### config.mk
export PLATFORM = sky130hd
export DESIGN_NAME = mips32_fetch_queue
export DESIGN_NICKNAME = d
export VERILOG_FILES = /design/src/rtl/mips32_fetch_queue.sv
export SDC_FILE = /design/constraint.sdc
export NUM_CORES = 1
export LEC_CHECK = 0
export CORE_ASPECT_RATIO = 0.7
export CORE_MARGIN = 8
export CORE_UTILIZATION = 53
export CTS_CLUSTER_SIZE = 28
export DETAILED_ROUTE_END_ITERATION = 12
export PLACE_DENSITY = 0.82
export REMOVE_ABC_BUFFERS = 1
export SYNTH_ARGS = -nofsm -noshare
export SYNTH_HDL_FRONTEND = slang
export SYNTH_SLANG_ARGS = --single-unit
### constraint.sdc
create_clock -name clk1 -period 7.4 [get_ports clk1]
set_input_delay 1.11 -clock clk1 [delete_from_list [all_inputs] [get_ports clk1]]
set_output_delay 1.11 -clock clk1 [all_outputs]
set_load 0.1 [all_outputs]
### src/rtl/mips32_fetch_queue.sv
// Instruction prefetch queue: issues sequential word reads, buffers in-order responses
// with their next-PC, and flushes on taken-branch redirects.
module mips32_fetch_queue #(
    parameter int unsigned DEPTH  = 4,
    parameter int unsigned ADDR_W = 10
) (
    input  logic              clk1,
    input  logic              rst,
    output logic              mem_req_valid,
    input  logic              mem_req_ready,
    output logic [ADDR_W-1:0] mem_req_addr,
    input  logic              mem_rsp_valid,
    input  logic [31:0]       mem_rsp_data,
    input  logic              redirect_valid,
    input  logic [ADDR_W-1:0] redirect_pc,
    output logic              out_valid,
    input  logic              out_ready,
    output logic [31:0]       out_ir,
    output logic [31:0]       out_npc,
    output logic              fetch_stopped
);

    localparam int unsigned PTR_W = $clog2(DEPTH);
    localparam int unsigned CNT_W = $clog2(DEPTH) + 1;

    typedef struct packed {
        logic [31:0]       ir;
        logic [ADDR_W-1:0] npc;
    } entry_t;

    logic [ADDR_W-1:0] pc, pc_n;
    logic [ADDR_W-1:0] rsp_pc, rsp_pc_n;
    logic [CNT_W-1:0]  count, count_n;
    logic [CNT_W-1:0]  inflight, inflight_n;
    logic [CNT_W-1:0]  drop, drop_n;
    logic              stopped, stopped_n;
    logic [PTR_W-1:0]  rd_ptr, rd_ptr_n;
    logic [PTR_W-1:0]  wr_ptr, wr_ptr_n;
    logic              wr_en;
    entry_t            wr_entry;
    entry_t            fifo [DEPTH];

    logic [CNT_W:0]    occupancy;
    logic              req_fire;
    logic              rsp_fire;
    logic              enq;
    logic              pop;
    logic              is_hlt;

    // Queued plus in-flight words never exceed DEPTH, so an enqueue always has room.
    assign occupancy     = {1'b0, count} + {1'b0, inflight};
    assign mem_req_valid = !rst && !stopped && !redirect_valid
                           && (occupancy < (CNT_W+1)'(DEPTH));
    assign mem_req_addr  = pc;
    assign req_fire      = mem_req_valid && mem_req_ready;
    assign rsp_fire      = mem_rsp_valid && (inflight != '0);
    assign enq           = rsp_fire && (drop == '0);
    assign pop           = (count != '0) && out_ready;
    assign is_hlt        = (mem_rsp_data[31:26] == 6'b111111);
    assign wr_entry      = '{ir: mem_rsp_data, npc: rsp_pc + ADDR_W'(1)};

    assign out_valid     = (count != '0);
    assign out_ir        = fifo[rd_ptr].ir;
    assign out_npc       = 32'(fifo[rd_ptr].npc);
    assign fetch_stopped = stopped;

    // Next-state; a redirect voids any same-cycle enqueue/pop and drops every outstanding request.
    always_comb begin
        pc_n       = pc;
        rsp_pc_n   = rsp_pc;
        count_n    = count;
        drop_n     = drop;
        stopped_n  = stopped;
        rd_ptr_n   = rd_ptr;
        wr_ptr_n   = wr_ptr;
        wr_en      = 1'b0;
        inflight_n = inflight + CNT_W'(req_fire) - CNT_W'(rsp_fire);

        if (redirect_valid) begin
            pc_n      = redirect_pc;
            rsp_pc_n  = redirect_pc;
            count_n   = '0;
            rd_ptr_n  = '0;
            wr_ptr_n  = '0;
            drop_n    = inflight_n;
            stopped_n = 1'b0;
        end else begin
            if (req_fire) begin
                pc_n = pc + ADDR_W'(1);
            end
            if (rsp_fire && (drop != '0)) begin
                drop_n = drop - CNT_W'(1);
            end
            if (enq) begin
                wr_en    = 1'b1;
                wr_ptr_n = wr_ptr + PTR_W'(1);
                rsp_pc_n = rsp_pc + ADDR_W'(1);
                if (is_hlt) begin
                    stopped_n = 1'b1;
                end
            end
            if (pop) begin
                rd_ptr_n = rd_ptr + PTR_W'(1);
            end
            count_n = count + CNT_W'(enq) - CNT_W'(pop);
        end
    end

    always_ff @(posedge clk1) begin
        if (rst) begin
            pc       <= '0;
            rsp_pc   <= '0;
            count    <= '0;
            inflight <= '0;
            drop     <= '0;
            stopped  <= 1'b0;
            rd_ptr   <= '0;
            wr_ptr   <= '0;
            fifo     <= '{default: '0};
        end else begin
            pc       <= pc_n;
            rsp_pc   <= rsp_pc_n;
            count    <= count_n;
            inflight <= inflight_n;
            drop     <= drop_n;
            stopped  <= stopped_n;
            rd_ptr   <= rd_ptr_n;
            wr_ptr   <= wr_ptr_n;
            if (wr_en) begin
                fifo[wr_ptr] <= wr_entry;
            end
        end
    end

endmodule

Word level (Yosys, flattened, before mapping):

Cells that the tools add are included.

* logic and storage cells: 68
* register bits: 202
* input port bits: 48
* output and inout bits: 77

* magnitude comparators: 4
* bitwise gates (word level): 2
* reduce and logical (&&, ||, !) cells: 21
* muxes and demuxes: 14
* $add $sub $neg: 10
* eq/ne operators: 1

Operators by type and width (number)
* $bwmux 168: 1
* $mux 42: 3
* $bmux 42 s2: 1
* $demux 42 s2: 1
* $mux 10: 4
* $add 10x1->10 const B: 2
* $logic_and 1x1->1: 9
* $reduce_bool 3->1: 3
* $add 3x1->3: 2
* $eq 6x6->1 const B: 1
* $ge 3x3->1 const B: 2
* $mux 3: 2
* $not 2->3: 2
* $reduce_bool 2->1: 3
* $sub 3x1->3: 2
* $add 2x1->2 const B: 2
* $add 3x3->4: 1
* $lt 4x3->1 const B: 1
* $logic_not 1->1: 3
* $logic_not 3->1: 1
* $lt 3x1->1 const B: 1
* $sub 3x1->3 const B: 1
* $mux 1: 2
* $reduce_and 2->1: 1
* $reduce_or 2->1: 1

Logic depth before layout (Yosys ltp):

* word-level depth: 8
* mapped depth: 13
* depth with buffers taken out: 12

Least setup slack after synthesis:

No wires, ideal clock.

* path type: input to register
* start point: input port rst
* end point: register drop[2]
* setup time: 0.086 ns
* data required time: 7.314 ns
* arrival: 3.292 ns
* path slack: 4.023 ns
* stages on the path: 12
* path buffers: 2
* cells stage by stage: nor4_4 -> and4_1 -> buf_6 -> inv_4 -> clkbuf_1 -> ha_1 -> inv_1 -> ha_1 -> fa_1 -> xnor2_1 -> xnor2_1 -> a211oi_1

* longest elaborated chain between the ends: 8

Ends and longest elaborated chain
* start, declared: RTL line 8 `input logic rst,`
* $logic_not 1->1: RTL line 52 `assign mem_req_valid = !rst && !stopped && !redirect_valid`
* $logic_and 1x1->1 (2 in series): RTL line 52
* $logic_and 1x1->1: RTL line 53 `&& (occupancy < (CNT_W+1)'(DEPTH));`
* $logic_and 1x1->1: RTL line 55 `assign req_fire = mem_req_valid && mem_req_ready;`
* $add 3x1->3: RTL line 77 `inflight_n = inflight + CNT_W'(req_fire) - CNT_W'(rsp_fire);`
* $sub 3x1->3: RTL line 77
* $mux 3: RTL line 79 `if (redirect_valid) begin`
* end signal, assigned: RTL line 125 `drop <= drop_n;`
* end, declared: RTL line 35 `logic [CNT_W-1:0] drop, drop_n;`

Parallel ways exist; a longest one is shown, timed or not.
A chain may end at the register's enable or synchronous reset.

Final worst setup path:

* start point: input port redirect_valid
* end point: output port mem_req_valid

* longest elaborated chain between the ends: 3

Ends and longest elaborated chain
* start, declared: RTL line 14 `input logic redirect_valid,`
* $logic_not 1->1: RTL line 52
* $logic_and 1x1->1: RTL line 52
* $logic_and 1x1->1: RTL line 53
* end, declared: RTL line 9 `output logic mem_req_valid,`

No other way between the ends.

==> impl_metrics.toml <==
[run_status]
status = "finished clean"

[sta]
maxSlewViolCount = 0
holdWs_ps = 451
max_clock_freq_mhz = 223
fin_ws_ps = 2910
grt_setup_unrepaired = "no"
finalCriticalPeriod_ps = 4490
worst_pin_slew_ps = 1110
fin_crit_sh_pct = 60.6
hold_violations = 0
setup-violations-final = 0
fin_worst_skew_ps = 5.79
relSlewSlack_pct = 25.9
tns_ps = 0

[die]
num_rows = 39
dieArea_mm2 = 0.0213
die_x_um = 171
boundaryPins = 125
fp.dieH_um = 124
core_mm2 = 0.0164
start_util_pct = 54.3

[cts]
post_cts_resized = 0
clockBufferDepth = 3
clk_pin_slew_ps = 60
cts_max_level = 1
cts_sinks = 202
cts_buffers = 19
postCtsSetupRepairBufs = 0
root_buffer = "clkbuf_16"
tritoncts = "done"
clk_latency_ps = 480
hold_buffers = 0

[synth]
synth_cells = 1015
synth.distinct_cells = 46
synth-adder-area-share_pct = 2.42
synth_flop_cell = "dfxtp_1"
yosys.area_share.simple_pct = 19.3
avgSynthCellArea_um2 = 8.77
ys_ff_latch = 202
synth_top_family_by_area = "simple AND/OR/NAND/NOR gates"
netlist_area_mm2 = 0.00890
yosysWarnings = 0
synthXorXnorAreaFrac_pct = 2.26
synthArstFlopShare_pct = 0
seq_area_frac_synth_pct = 45.4
synth-compound-area-share_pct = 13.5
synthMuxAreaShare_pct = 10.8
synth_edf_count = 0

[setup_path]
cpLargestDelayFamily = "buffers and inverters"
worst_path_largest_cell_delay_ps = 1130
timing.rr.start = "count[2]"
crit_path_top_delay_cell = "clkdlybuf4s50_1"
worstPathMaxFanout = 16
cp-end-kind = "primary output"
reg2reg_to = "drop[2]"
crit_buf_inv = 2
critical_path_class = "in2out"
crit_chain = "clkdlybuf4s50_1 -> nor2_1 -> and3_1 -> clkdlybuf4s50_1"
ff2ff_setup_slack_ps = 4370
rr_worst_depth = 11
crit_path_frequent_cell = "clkdlybuf4s50_1"
crit_arrival_ps = 3380
cp.required_ps = 6290
critPathLaunchType = "input pin"

[detailed_routing]
dr_total_vias = 7286
wl_per_cell_um = 17.0
drc = 0
ant_nets = 0
drtPass1Iterations = 5
drt-initial-drc-count = 670
routed_wl_um = 22200
via_per_inst = 5.58

[layout]
fin_nets = 1132
antenna_cells = 0
drive_gt1_share_pct = 8.52
finalInstanceArea_mm2 = 0.0105
area_delta_synth_final_pct = 17.7

[worst_hold_path]
worstHoldEndpoint = "fifo[120]"
holdPathStages = 2
min_path_type = "reg2reg"
hold_start = "fifo[120]"

[job]
maxCapViolations = 0

[global_routing]
grt_pass1_wl_um = 36000
antenna_found_initial = 0
grt_max_degree = 82
grt_pass1_vias = 7153
grt_use_total_pct = 20.1
grt_overflow_total = 0

[place]
pre_cts_slack_ps = 2930
dpl.hpwl_um = 13700
post_dp_cell_area_mm2 = 0.00987
port_buffers = 102
place_congestion = 0.767

[power]
p_sw_uw = 1020
leakagePower_uw = 0.00338
internal_power_uw = 1920
combinationalPowerShare_pct = 26.2
p_per_area_mw_per_mm2 = 281
switching_share_pct = 34.7
ir_worst_vdd_mv = 0.155
power_frac_seq_pct = 40.5
power_frac_clock_pct = 33.3
[worst reg2reg max path, cell delays in order (launching register included)]
cell      delay [ps]
dfxtp_1          340
ha_1             240
nor4_4           300
and4_1           490
inv_4            160
ha_1             300
inv_1             40
ha_1             180
fa_1             370
xnor2_1          150
xnor2_1          150
a211oi_1         230
[flip-flops by register name (all words and copies together), names as in the netlist]
register       flops
count              3
drop               3
fetch_stopped      1
fifo             168
inflight           3
mem_req_addr      10
rd_ptr             2
rsp_pc            10
wr_ptr             2
[cell type report]
type,count,area [um^2]
Clock buffer,22,497
Clock inverter,11,114
Fill cell,1411,5920
Inverter,16,62.6
Multi-Input combinational cell,718,4380
Sequential cell,202,4050
Tap cell,225,282
Timing Repair Buffer,111,1090
[cells in the mapped netlist, types with 2 or more instances]
cell type  instances  share of area [%]
nand2_1          285                 12
dfxtp_1          202                 45
a21oi_1          138                7.8
nor2_1            54                2.3
clkbuf_1          47                2.0
mux4_2            42                 11
a211oi_1          41                3.5
buf_2             25                1.4
buf_4             22                1.9
xnor2_1           17                1.7
ha_1              14                2.0
inv_1             14               0.59
nand3_1           13               0.73
a31oi_1            9               0.63
and4_1             9               0.89
nand4_1            9               0.63
or3_1              9               0.63
nor3_1             8               0.45
xor2_1             6               0.59
a32oi_1            5               0.49
buf_1              5               0.21
nand2b_1           5               0.35
nor2b_1            3               0.21
a21boi_1           2               0.17
a311oi_1           2               0.20
and3_1             2               0.14
fa_1               2               0.45
nand3b_1           2               0.17
nor4_1             2               0.14
o21ai_0            2               0.11
o21bai_1           2               0.17
o31a_1             2               0.20
or2_1              2               0.14
[cell families after synthesis]
group | after synthesis
other | 1
muxes | 43
DFF | 202
and+or+nand+nor | 407
xor gates and xnor gates | 23
adders and majority gates | 16
AOI/OAI and AO/OA | 207
buffers and inverters | 116
[routing by layer]
layer	part of all wire, %	vias to the layer above	GRT usage (%)	wire (um)
met5	0	-	0	0
met4	1.3	0	3.88	279
met3	6.7	21	3.26	1490
met2	47	222	34.0	10500
met1	45	3492	26.9	9910
li1	-	3551	-	-
[cell usage in the layout, fill, tap and decap left out, types with 3 or more instances in the layout]
master	Yosys	final
a21oi_1	138	138
ha_1	14	14
nand4_1	9	9
mux4_2	42	42
dfxtp_1	202	200
and4_2	0	4
nor2_1	54	54
nand2_1	285	285
xnor2_1	17	17
nor3_1	8	8
nand3_1	13	13
nand2b_1	5	5
buf_4	22	9
inv_1	14	14
a211oi_1	41	41
a31oi_1	9	9
nor2b_1	3	3
and4_1	9	5
a32oi_1	5	5
or3_1	9	9
xor2_1	6	6
clkbuf_16	0	19
clkdlybuf4s50_1	0	101
conb_1	1	22
clkinv_2	0	6
[worst max-delay path by stage]
| stage | endpoint | depth (start not counted) | slack [ps] | startpoint |
|---|---|---|---|---|
| global route | mem_req_valid | 4 | 2810 | redirect_valid |
| detailed placement | mem_req_valid | 4 | 2930 | redirect_valid |
| finish | mem_req_valid | 4 | 2910 | redirect_valid |
| CTS | mem_req_valid | 4 | 2930 | redirect_valid |
| global placement | mem_req_valid | 4 | 2970 | redirect_valid |
| floorplan | out_ir[0] | 1 | 3520 | rd_ptr[1] |
[power by group through the flow]
stage	sequential [uW]	combinational, uW	clock (uW)
2_1_floorplan	1230	538	0
3_3_place_gp	1210	753	0
3_5_place_dp	1210	765	0
4_1_cts	1190	769	987
5_1_grt	1200	817	1030
6_report	1190	770	978
[through the flow]
| step | utilization (%) | instances | power, uW |
|---|---|---|---|
| 2_1_floorplan | - | 936 | 1770 |
| 3_3_place_gp | 60.2 | 1272 | 1970 |
| 3_5_place_dp | 60.2 | 1272 | 1980 |
| 4_1_cts | 63.9 | 1305 | 2950 |
| 5_1_grt | 63.9 | 1305 | 3040 |
| 6_report | 63.9 | 1305 | 2940 |
Note: power is estimated with default switching activity, not from simulation.
